File: src/rtl/lsb_pkg.sv
//============================================================================
// Module   : lsb_pkg
// Brief    : Shared funct3 codes, entry/FSM state encodings and mem_size
//            encodings for the load/store queue and data alignment logic.
// Revision : 1.0 - initial release
//============================================================================
`default_nettype none

package lsb_pkg;

   // Load funct3 encodings
   localparam logic [2:0] LB  = 3'b000;
   localparam logic [2:0] LH  = 3'b001;
   localparam logic [2:0] LW  = 3'b010;
   localparam logic [2:0] LBU = 3'b100;
   localparam logic [2:0] LHU = 3'b101;

   // Store funct3 encodings
   localparam logic [2:0] SB  = 3'b000;
   localparam logic [2:0] SH  = 3'b001;
   localparam logic [2:0] SW  = 3'b010;

   // mem_size encodings
   localparam logic [1:0] SIZE_BYTE = 2'b00;
   localparam logic [1:0] SIZE_HALF = 2'b01;
   localparam logic [1:0] SIZE_WORD = 2'b11;

   typedef enum logic [1:0] {
      E_WAIT_OPND   = 2'd0,
      E_WAIT_COMMIT = 2'd1,
      E_READY       = 2'd2
   } entry_state_t;

   typedef enum logic [1:0] {
      IDLE  = 2'd0,
      WAIT  = 2'd1,
      DRAIN = 2'd2
   } fsm_state_t;

   function automatic logic [1:0] size_of(input logic [2:0] op);
      logic [1:0] s;
      s = SIZE_BYTE;
      if (op == LW)
         s = SIZE_WORD;
      else if (op[1:0] == 2'b01)
         s = SIZE_HALF;
      return s;
   endfunction

endpackage

`default_nettype wire

File: src/rtl/lsb_data_align.sv
//============================================================================
// Module   : lsb_data_align
// Brief    : Combinational store-data masking, load-data extension and
//            access-size decode from funct3.
// Revision : 1.0 - initial release
//============================================================================
`default_nettype none

module lsb_data_align
   import lsb_pkg::*;
(
   input  logic [2:0]  op,
   input  logic [31:0] st_data,
   input  logic [31:0] ld_raw,
   output logic [31:0] st_masked,
   output logic [31:0] ld_value,
   output logic [1:0]  size
);

   always_comb begin
      st_masked = st_data;
      case (op)
         SB:      st_masked = {24'b0, st_data[7:0]};
         SH:      st_masked = {16'b0, st_data[15:0]};
         default: st_masked = st_data;
      endcase
   end

   always_comb begin
      ld_value = ld_raw;
      case (op)
         LB:      ld_value = {{24{ld_raw[7]}}, ld_raw[7:0]};
         LBU:     ld_value = {24'b0, ld_raw[7:0]};
         LH:      ld_value = {{16{ld_raw[15]}}, ld_raw[15:0]};
         LHU:     ld_value = {16'b0, ld_raw[15:0]};
         default: ld_value = ld_raw;
      endcase
   end

   assign size = size_of(op);

endmodule

`default_nettype wire

File: src/rtl/lsb_queue.sv
//============================================================================
// Module   : lsb_queue
// Brief    : In-order load/store queue: commit-gated stores, CDB broadcast of
//            load results and store acks, flush survival of committed stores.
//            Optional counters enabled by defining LSB_PERF_EN.
// Revision : 1.0 - initial release
//============================================================================
`default_nettype none

module lsb_queue
   import lsb_pkg::*;
#(
   parameter int DEPTH = 16,
   parameter int ROB_W = 5
) (
   input  logic             clk_in,
   input  logic             rst_in,
   input  logic             rdy_in,
   input  logic             clear_in,
   input  logic             disp_valid,
   input  logic             disp_is_store,
   input  logic [2:0]       disp_op,
   input  logic [ROB_W-1:0] disp_rob_id,
   output logic             full_out,
   output logic             empty_out,
   input  logic             opnd_valid,
   input  logic [ROB_W-1:0] opnd_rob_id,
   input  logic [31:0]      opnd_addr,
   input  logic [31:0]      opnd_data,
   input  logic             commit_valid,
   input  logic [ROB_W-1:0] commit_rob_id,
   output logic             mem_req,
   output logic             mem_we,
   output logic [31:0]      mem_addr,
   output logic [31:0]      mem_wdata,
   output logic [1:0]       mem_size,
   input  logic             mem_busy,
   input  logic             mem_done,
   input  logic [31:0]      mem_rdata,
   output logic             cdb_valid,
   output logic [ROB_W-1:0] cdb_rob_id,
   output logic [31:0]      cdb_value
`ifdef LSB_PERF_EN
   ,
   output logic [31:0]      perf_loads,
   output logic [31:0]      perf_stores,
   output logic [31:0]      perf_stall
`endif
);

   localparam int IDX_W = $clog2(DEPTH);
   localparam int CNT_W = IDX_W + 1;

   logic [IDX_W-1:0] r_head, r_tail;
   logic [CNT_W-1:0] r_count, r_ccnt;

   logic [DEPTH-1:0] r_valid, r_store, r_acked;
   entry_state_t     r_est  [DEPTH];
   logic [2:0]       r_op   [DEPTH];
   logic [ROB_W-1:0] r_rob  [DEPTH];
   logic [31:0]      r_addr [DEPTH];
   logic [31:0]      r_data [DEPTH];

   fsm_state_t r_fsm, w_fsm_next;

   logic             r_mem_req, r_mem_we;
   logic [31:0]      r_mem_addr, r_mem_wdata;
   logic [1:0]       r_mem_size;
   logic             r_cdb_valid;
   logic [ROB_W-1:0] r_cdb_rob;
   logic [31:0]      r_cdb_value;

   logic w_issue, w_pop, w_ld_done, w_st_done, w_push;
   logic w_h_ready, w_h_store;
   logic [DEPTH-1:0] w_keep, w_opnd_hit, w_commit_hit;
   logic             w_ack_hit;
   logic [IDX_W-1:0] w_ack_idx, w_scan, w_head_next;
   logic [CNT_W-1:0] w_ccnt_next;
   logic [31:0]      w_st_masked, w_ld_value;
   logic [1:0]       w_size;

   assign full_out  = (r_count == CNT_W'(DEPTH));
   assign empty_out = (r_count == '0);
   assign w_h_store = r_store[r_head];
   assign w_h_ready = r_valid[r_head] && (r_est[r_head] == E_READY);

   lsb_data_align u_align (
      .op        (r_op[r_head]),
      .st_data   (r_data[r_head]),
      .ld_raw    (mem_rdata),
      .st_masked (w_st_masked),
      .ld_value  (w_ld_value),
      .size      (w_size)
   );

   // Per-entry match and flush-survival decode; survivors are the ccnt oldest
   generate
      for (genvar g = 0; g < DEPTH; g++) begin : g_entry
         logic [IDX_W-1:0] w_off;
         assign w_off           = IDX_W'(g) - r_head;
         assign w_keep[g]       = ({1'b0, w_off} < r_ccnt);
         assign w_opnd_hit[g]   = opnd_valid && r_valid[g] &&
                                  (r_est[g] == E_WAIT_OPND) && (r_rob[g] == opnd_rob_id);
         assign w_commit_hit[g] = commit_valid && r_valid[g] && r_store[g] &&
                                  (r_est[g] == E_WAIT_COMMIT) && (r_rob[g] == commit_rob_id);
      end
   endgenerate

   // Oldest store holding operands that has not yet been acknowledged
   always_comb begin
      w_ack_hit = 1'b0;
      w_ack_idx = '0;
      w_scan    = '0;
      for (int i = 0; i < DEPTH; i++) begin
         w_scan = r_head + IDX_W'(i);
         if (!w_ack_hit && r_valid[w_scan] && r_store[w_scan] && !r_acked[w_scan] &&
             (r_est[w_scan] != E_WAIT_OPND)) begin
            w_ack_hit = 1'b1;
            w_ack_idx = w_scan;
         end
      end
   end

   always_ff @(posedge clk_in) begin
      if (rst_in)
         r_fsm <= IDLE;
      else if (rdy_in)
         r_fsm <= w_fsm_next;
   end

   always_comb begin
      w_fsm_next = r_fsm;
      w_issue    = 1'b0;
      w_pop      = 1'b0;
      w_ld_done  = 1'b0;
      w_st_done  = 1'b0;
      case (r_fsm)
         IDLE: begin
            if (w_h_ready && !mem_busy && !clear_in) begin
               w_issue    = 1'b1;
               w_fsm_next = WAIT;
            end
         end
         WAIT: begin
            if (mem_done) begin
               w_pop      = 1'b1;
               w_st_done  = w_h_store;
               w_ld_done  = !w_h_store;
               w_fsm_next = IDLE;
            end else if (clear_in && !w_h_store) begin
               w_fsm_next = DRAIN;
            end
         end
         DRAIN: begin
            if (mem_done)
               w_fsm_next = IDLE;
         end
         default: w_fsm_next = IDLE;
      endcase
   end

   assign w_push      = disp_valid && !clear_in && (!full_out || w_pop);
   assign w_head_next = r_head + IDX_W'(w_pop);
   assign w_ccnt_next = r_ccnt + CNT_W'(commit_valid && !clear_in) - CNT_W'(w_st_done);

   always_ff @(posedge clk_in) begin
      if (rst_in) begin
         r_head  <= '0;
         r_tail  <= '0;
         r_count <= '0;
         r_ccnt  <= '0;
      end else if (rdy_in) begin
         r_head <= w_head_next;
         r_ccnt <= w_ccnt_next;
         if (clear_in) begin
            r_count <= w_ccnt_next;
            r_tail  <= w_head_next + w_ccnt_next[IDX_W-1:0];
         end else begin
            r_count <= r_count + CNT_W'(w_push) - CNT_W'(w_pop);
            r_tail  <= r_tail + IDX_W'(w_push);
         end
      end
   end

   // Pop precedes push so a full queue can retire and refill one slot per cycle
   always_ff @(posedge clk_in) begin
      if (rst_in) begin
         r_valid <= '0;
         r_store <= '0;
         r_acked <= '0;
         for (int i = 0; i < DEPTH; i++) begin
            r_est[i]  <= E_WAIT_OPND;
            r_op[i]   <= '0;
            r_rob[i]  <= '0;
            r_addr[i] <= '0;
            r_data[i] <= '0;
         end
      end else if (rdy_in) begin
         if (w_pop)
            r_valid[r_head] <= 1'b0;
         if (clear_in) begin
            for (int i = 0; i < DEPTH; i++)
               if (!w_keep[i])
                  r_valid[i] <= 1'b0;
         end else begin
            for (int i = 0; i < DEPTH; i++) begin
               if (w_opnd_hit[i]) begin
                  r_addr[i] <= opnd_addr;
                  r_data[i] <= opnd_data;
                  r_est[i]  <= r_store[i] ? E_WAIT_COMMIT : E_READY;
               end
               if (w_commit_hit[i])
                  r_est[i] <= E_READY;
            end
            if (w_ack_hit && !w_ld_done)
               r_acked[w_ack_idx] <= 1'b1;
            if (w_push) begin
               r_valid[r_tail] <= 1'b1;
               r_store[r_tail] <= disp_is_store;
               r_acked[r_tail] <= 1'b0;
               r_op[r_tail]    <= disp_op;
               r_rob[r_tail]   <= disp_rob_id;
               r_est[r_tail]   <= E_WAIT_OPND;
            end
         end
      end
   end

   always_ff @(posedge clk_in) begin
      if (rst_in) begin
         r_mem_req   <= 1'b0;
         r_mem_we    <= 1'b0;
         r_mem_addr  <= '0;
         r_mem_wdata <= '0;
         r_mem_size  <= '0;
      end else if (rdy_in) begin
         r_mem_req <= w_issue;
         if (w_issue) begin
            r_mem_we    <= w_h_store;
            r_mem_addr  <= r_addr[r_head];
            r_mem_wdata <= w_h_store ? w_st_masked : 32'b0;
            r_mem_size  <= w_size;
         end
      end
   end

   // Load results win the CDB; a pending store ack simply waits a cycle
   always_ff @(posedge clk_in) begin
      if (rst_in) begin
         r_cdb_valid <= 1'b0;
         r_cdb_rob   <= '0;
         r_cdb_value <= '0;
      end else if (rdy_in) begin
         if (clear_in) begin
            r_cdb_valid <= 1'b0;
         end else if (w_ld_done) begin
            r_cdb_valid <= 1'b1;
            r_cdb_rob   <= r_rob[r_head];
            r_cdb_value <= w_ld_value;
         end else if (w_ack_hit) begin
            r_cdb_valid <= 1'b1;
            r_cdb_rob   <= r_rob[w_ack_idx];
            r_cdb_value <= 32'b0;
         end else begin
            r_cdb_valid <= 1'b0;
         end
      end
   end

   assign mem_req    = r_mem_req & rdy_in;
   assign mem_we     = r_mem_we;
   assign mem_addr   = r_mem_addr;
   assign mem_wdata  = r_mem_wdata;
   assign mem_size   = r_mem_size;
   assign cdb_valid  = r_cdb_valid & rdy_in;
   assign cdb_rob_id = r_cdb_rob;
   assign cdb_value  = r_cdb_value;

`ifdef LSB_PERF_EN
   logic [31:0] r_perf_loads, r_perf_stores, r_perf_stall;

   always_ff @(posedge clk_in) begin
      if (rst_in) begin
         r_perf_loads  <= '0;
         r_perf_stores <= '0;
         r_perf_stall  <= '0;
      end else if (rdy_in) begin
         if (w_ld_done)
            r_perf_loads <= r_perf_loads + 32'd1;
         if (w_st_done)
            r_perf_stores <= r_perf_stores + 32'd1;
         if ((r_fsm == IDLE) && w_h_ready && mem_busy)
            r_perf_stall <= r_perf_stall + 32'd1;
      end
   end

   assign perf_loads  = r_perf_loads;
   assign perf_stores = r_perf_stores;
   assign perf_stall  = r_perf_stall;
`endif

endmodule

`default_nettype wire

File: config.mk
export PLATFORM = sky130hd
export DESIGN_NAME = lsb_queue
export DESIGN_NICKNAME = d
export VERILOG_FILES = /design/src/rtl/lsb_pkg.sv /design/src/rtl/lsb_data_align.sv /design/src/rtl/lsb_queue.sv
export SDC_FILE = /design/constraint.sdc
export NUM_CORES = 2
export LEC_CHECK = 0
export ABC_AREA = 0
export BUFFER_PORTS_ARGS = -buffer_cell sky130_fd_sc_hd__buf_4
export CORE_ASPECT_RATIO = 0.6
export CORE_MARGIN = 2
export CORE_UTILIZATION = 45
export DETAILED_ROUTE_END_ITERATION = 10
export PLACE_DENSITY = 0.61
export SLEW_MARGIN = 20
export SYNTH_ARGS = -nofsm -noshare
export SYNTH_HDL_FRONTEND = slang
export SYNTH_SLANG_ARGS = --single-unit
File: constraint.sdc
create_clock -name clk_in -period 9.5 [get_ports clk_in]
set_input_delay 0.95 -clock clk_in [delete_from_list [all_inputs] [get_ports clk_in]]
set_output_delay 0.95 -clock clk_in [all_outputs]
set_load 0.01 [all_outputs]
==> flow_summary_export.csv <==
group,metric,value,unit
timing,worst_pin_slew,1210,ps
clock_network,cts_root_buf,"clkbuf_16",
drt,viasPerCell,6.21,
drt,drt-pass1-iter-count,6,
worst_hold_path,hold_path_depth,3,
clock_network,cts_sinks,1362,
die,fp.dieW,489,um
synthesis,synth_cell_types,98,
synthesis,synth-seq-cells,1362,
clock_network,cts_tree,"yes",
layout,ff_latch_area,38800,um2
die,initial_core_util,45.5,%
synthesis,synth_area,63600,um2
critical_path,cp.depth,15,
synthesis,synthTopCellsByCount,"edfxtp_1 (1152), nor2_1 (830), mux4_2 (399)",
drt,post_drt_wl_per_cell,30.3,um
clock_network,cts_setup_buffers,0,
timing,tns,0,ps
synthesis,seq_area_frac_synth,61.0,%
die,rows,106,
status,status,"finished, final reports clean",
synthesis,synthArstFlopShare,0,%
critical_path,worstPathMaxFanout,29,
global_routing,first_global_vias,40400,
synthesis,syn_nets,4841,
critical_path,r2r_cells,15,
timing,hold_violations,0,
global_routing,overflow,0,
place,gp_congestion,1.01,
timing,fin_worst_skew,36.3,ps
power,p_leak,0.0250,uW
layout,fin_nets,4911,
layout,syn_to_final_growth,12.1,%
timing,drv_slew,0,
global_routing,antenna_found_initial,7,
synthesis,synth_edf_count,1152,
clock_network,clock_latency,790,ps
timing,fin_crit_sh,77.5,%
synthesis,yosysTopAreaCell,"edfxtp_1",
synthesis,ys.warnings.count,0,
place,placed_cell_area,66900,um2
critical_path,critPathSlowestCell,"a211oi_2",
power,ir_worst_vdd,0.000132,V
synthesis,yosys.cell_count.top_type,"edfxtp_1",
drt,totalWireLength,204000,um
timing,rsz0062_at_grt,"false",
drt,drtIter0Drc,5883,
place,io_buffers,231,
critical_path,cp_data_arrival_time,8000,ps
critical_path,path_buf_inv,3,
timing,setup_viol,0,
synthesis,synth_top_area_share,54.4,%
layout,drive_above_1_share,20.6,%
global_routing,grt_max_degree,109,
drt,num_vias,41800,
die,core,140000,um2
layout,fillers,11900,
global_routing,grt_pass1_wl,292000,um
layout,fin_area,71300,um2
timing,slew-limit-headroom,19.0,%
critical_path,path_common_cell,"inv_2",
die,design.die.area,144000,um2
global_routing,grt_usage,28.1,%
layout,multiInputGateArea,22900,um2
clock_network,clk_pin_slew,60,ps
clock_network,cts-resized-gates,0,
synthesis,synth.avg_cell_area,13.7,um2
flow_run,drv_cap,0,
place,dp_hpwl,128000,um
worst_hold_path,holdCritPathClass,"input pin to register",
drt,ant_nets,0,
synthesis,synth_ff_type,"edfxtp_1",
power,p_per_area,181,nW/um2
clock_network,cts.path.max_buffers,3,
timing,fmax,0.136,GHz
critical_path,crit_path_end_kind,"register",
critical_path,start_kind,"register",
clock_network,cts-htree-levels,4,
die,io_pins,232,
critical_path,crit_type,"register to register",
synthesis,syn_inst,4656,
timing,fin_crit,7370,ps
critical_path,crit_family,"compound AO/OA/AOI/OAI gates",
clock_network,cts_hold_buffers,0,
critical_path,required,10130,ps
critical_path,crit_path_max_incr_delay,900,ps
die,fp.dieH,295,um
clock_network,cts_buffers,131,
critical_path,path_cells,"inv_2, ha_1, buf_4, inv_2, o311ai_0, nand4_1, mux4_2, a2111oi_2, and4_1, nor3b_1, a21oi_1, a211oi_2, a22oi_1, nand3_1, a311oi_1",
drt,drc,0,
synthesis,synthTopCellsByArea,"edfxtp_1 (54%), mux4_2 (14%), dfxtp_1 (6.6%)",
==> layout by cell type, fill, tap and decap left out, drive strengths merged, types with 58 or more instances in the layout <==
| cell type | netlist | routed |
|---|---|---|
| ha | 58 | 58 |
| buf | 111 | 307 |
| and2 | 119 | 119 |
| xor2 | 97 | 97 |
| nand3 | 62 | 62 |
| dfxtp | 210 | 210 |
| inv | 140 | 143 |
| mux2i | 95 | 95 |
| a21oi | 148 | 148 |
| mux4 | 399 | 399 |
| nand2 | 266 | 266 |
| xnor2 | 91 | 91 |
| edfxtp | 1152 | 1152 |
| clkbuf | 260 | 175 |
| o21ai | 74 | 74 |
| nor2 | 831 | 831 |
==> per-layer routing <==
metal  wire (um)  vias to the layer above  global-route usage (%)
met5          35                        -                       0
met4        3980                        6                    6.30
met3       26400                      282                    8.97
met2       82300                     2521                    37.6
met1       91000                    21600                    44.1
li1            -                    17400                       -
==> registers in the layout, indices dropped and copies added, names as in the netlist, 5 cells and up, named ones only <==
register,cells
r_addr,512
r_data,512
r_rob,80
r_op,48
cdb_value,32
mem_addr,32
mem_wdata,32
r_est,32
r_acked,16
r_store,16
r_valid,16
cdb_rob_id,5
r_ccnt,5
r_count,5
==> cells by family (layout without fill, tap and decap cells) <==
group | Yosys count | in the layout | synth area share, %
AOI/OAI and AO/OA | 451 | 451 | 4.67
DFF | 1362 | 1362 | 61.0
other | 0 | 3 | 0
and+or+nand+nor | 1578 | 1578 | 11.4
muxes | 504 | 504 | 15.8
buffers and inverters | 512 | 690 | 3.26
xor gates and xnor gates | 188 | 188 | 2.64
adders and majority gates | 61 | 61 | 1.24
==> through the flow <==
stage	power, uW	hold slack [ps]	utilization [%]	setup slack [ps]	std cells
detailed placement	7680	446	47.9	2650	6483
floorplan	7340	432	-	4080	4656
CTS	12900	377	51.0	2620	6724
finish	12900	429	51.0	2130	6727
global placement	7660	441	47.9	2650	6483
global route	13200	413	51.0	1940	6724
==> final timing paths <==
kind | startpoint | endpoint | slack, ps
setup / recovery | r_head[1] | cdb_rob_id[3] | 2130
hold reg to reg | cdb_value[25] | cdb_value[25] | 460
hold / removal | mem_rdata[4] | cdb_value[4] | 430
setup reg to reg | r_head[1] | cdb_rob_id[3] | 2130
==> worst reg2reg max path, cell delays in order (launching register included) <==
cell	delay (ps)
dfxtp_4	620
inv_2	290
ha_1	900
buf_4	300
inv_2	170
o311ai_0	360
nand4_1	390
mux4_2	610
a2111oi_2	540
and4_1	260
nor3b_1	890
a21oi_1	430
a211oi_2	900
a22oi_1	170
nand3_1	270
a311oi_1	130
==> area by class of cell <==
cell class	count	share of cell area (%)
flip-flops and latches	1362	54.5
multi-input cells	2782	32.1
clock buffers	174	5.01
well taps	1890	3.32
repair buffers	308	3.27
clock inverters	67	1.01
inverters	141	0.783
diodes	3	0.0105
==> where the power goes <==
group / switching, uW / internal [uW] / leakage, uW
clock: 2400 / 2930 / 0.00209
combinational: 493 / 229 / 0.00954
sequential: 108 / 6730 / 0.0133
Note: power is estimated with default switching activity, not from simulation.
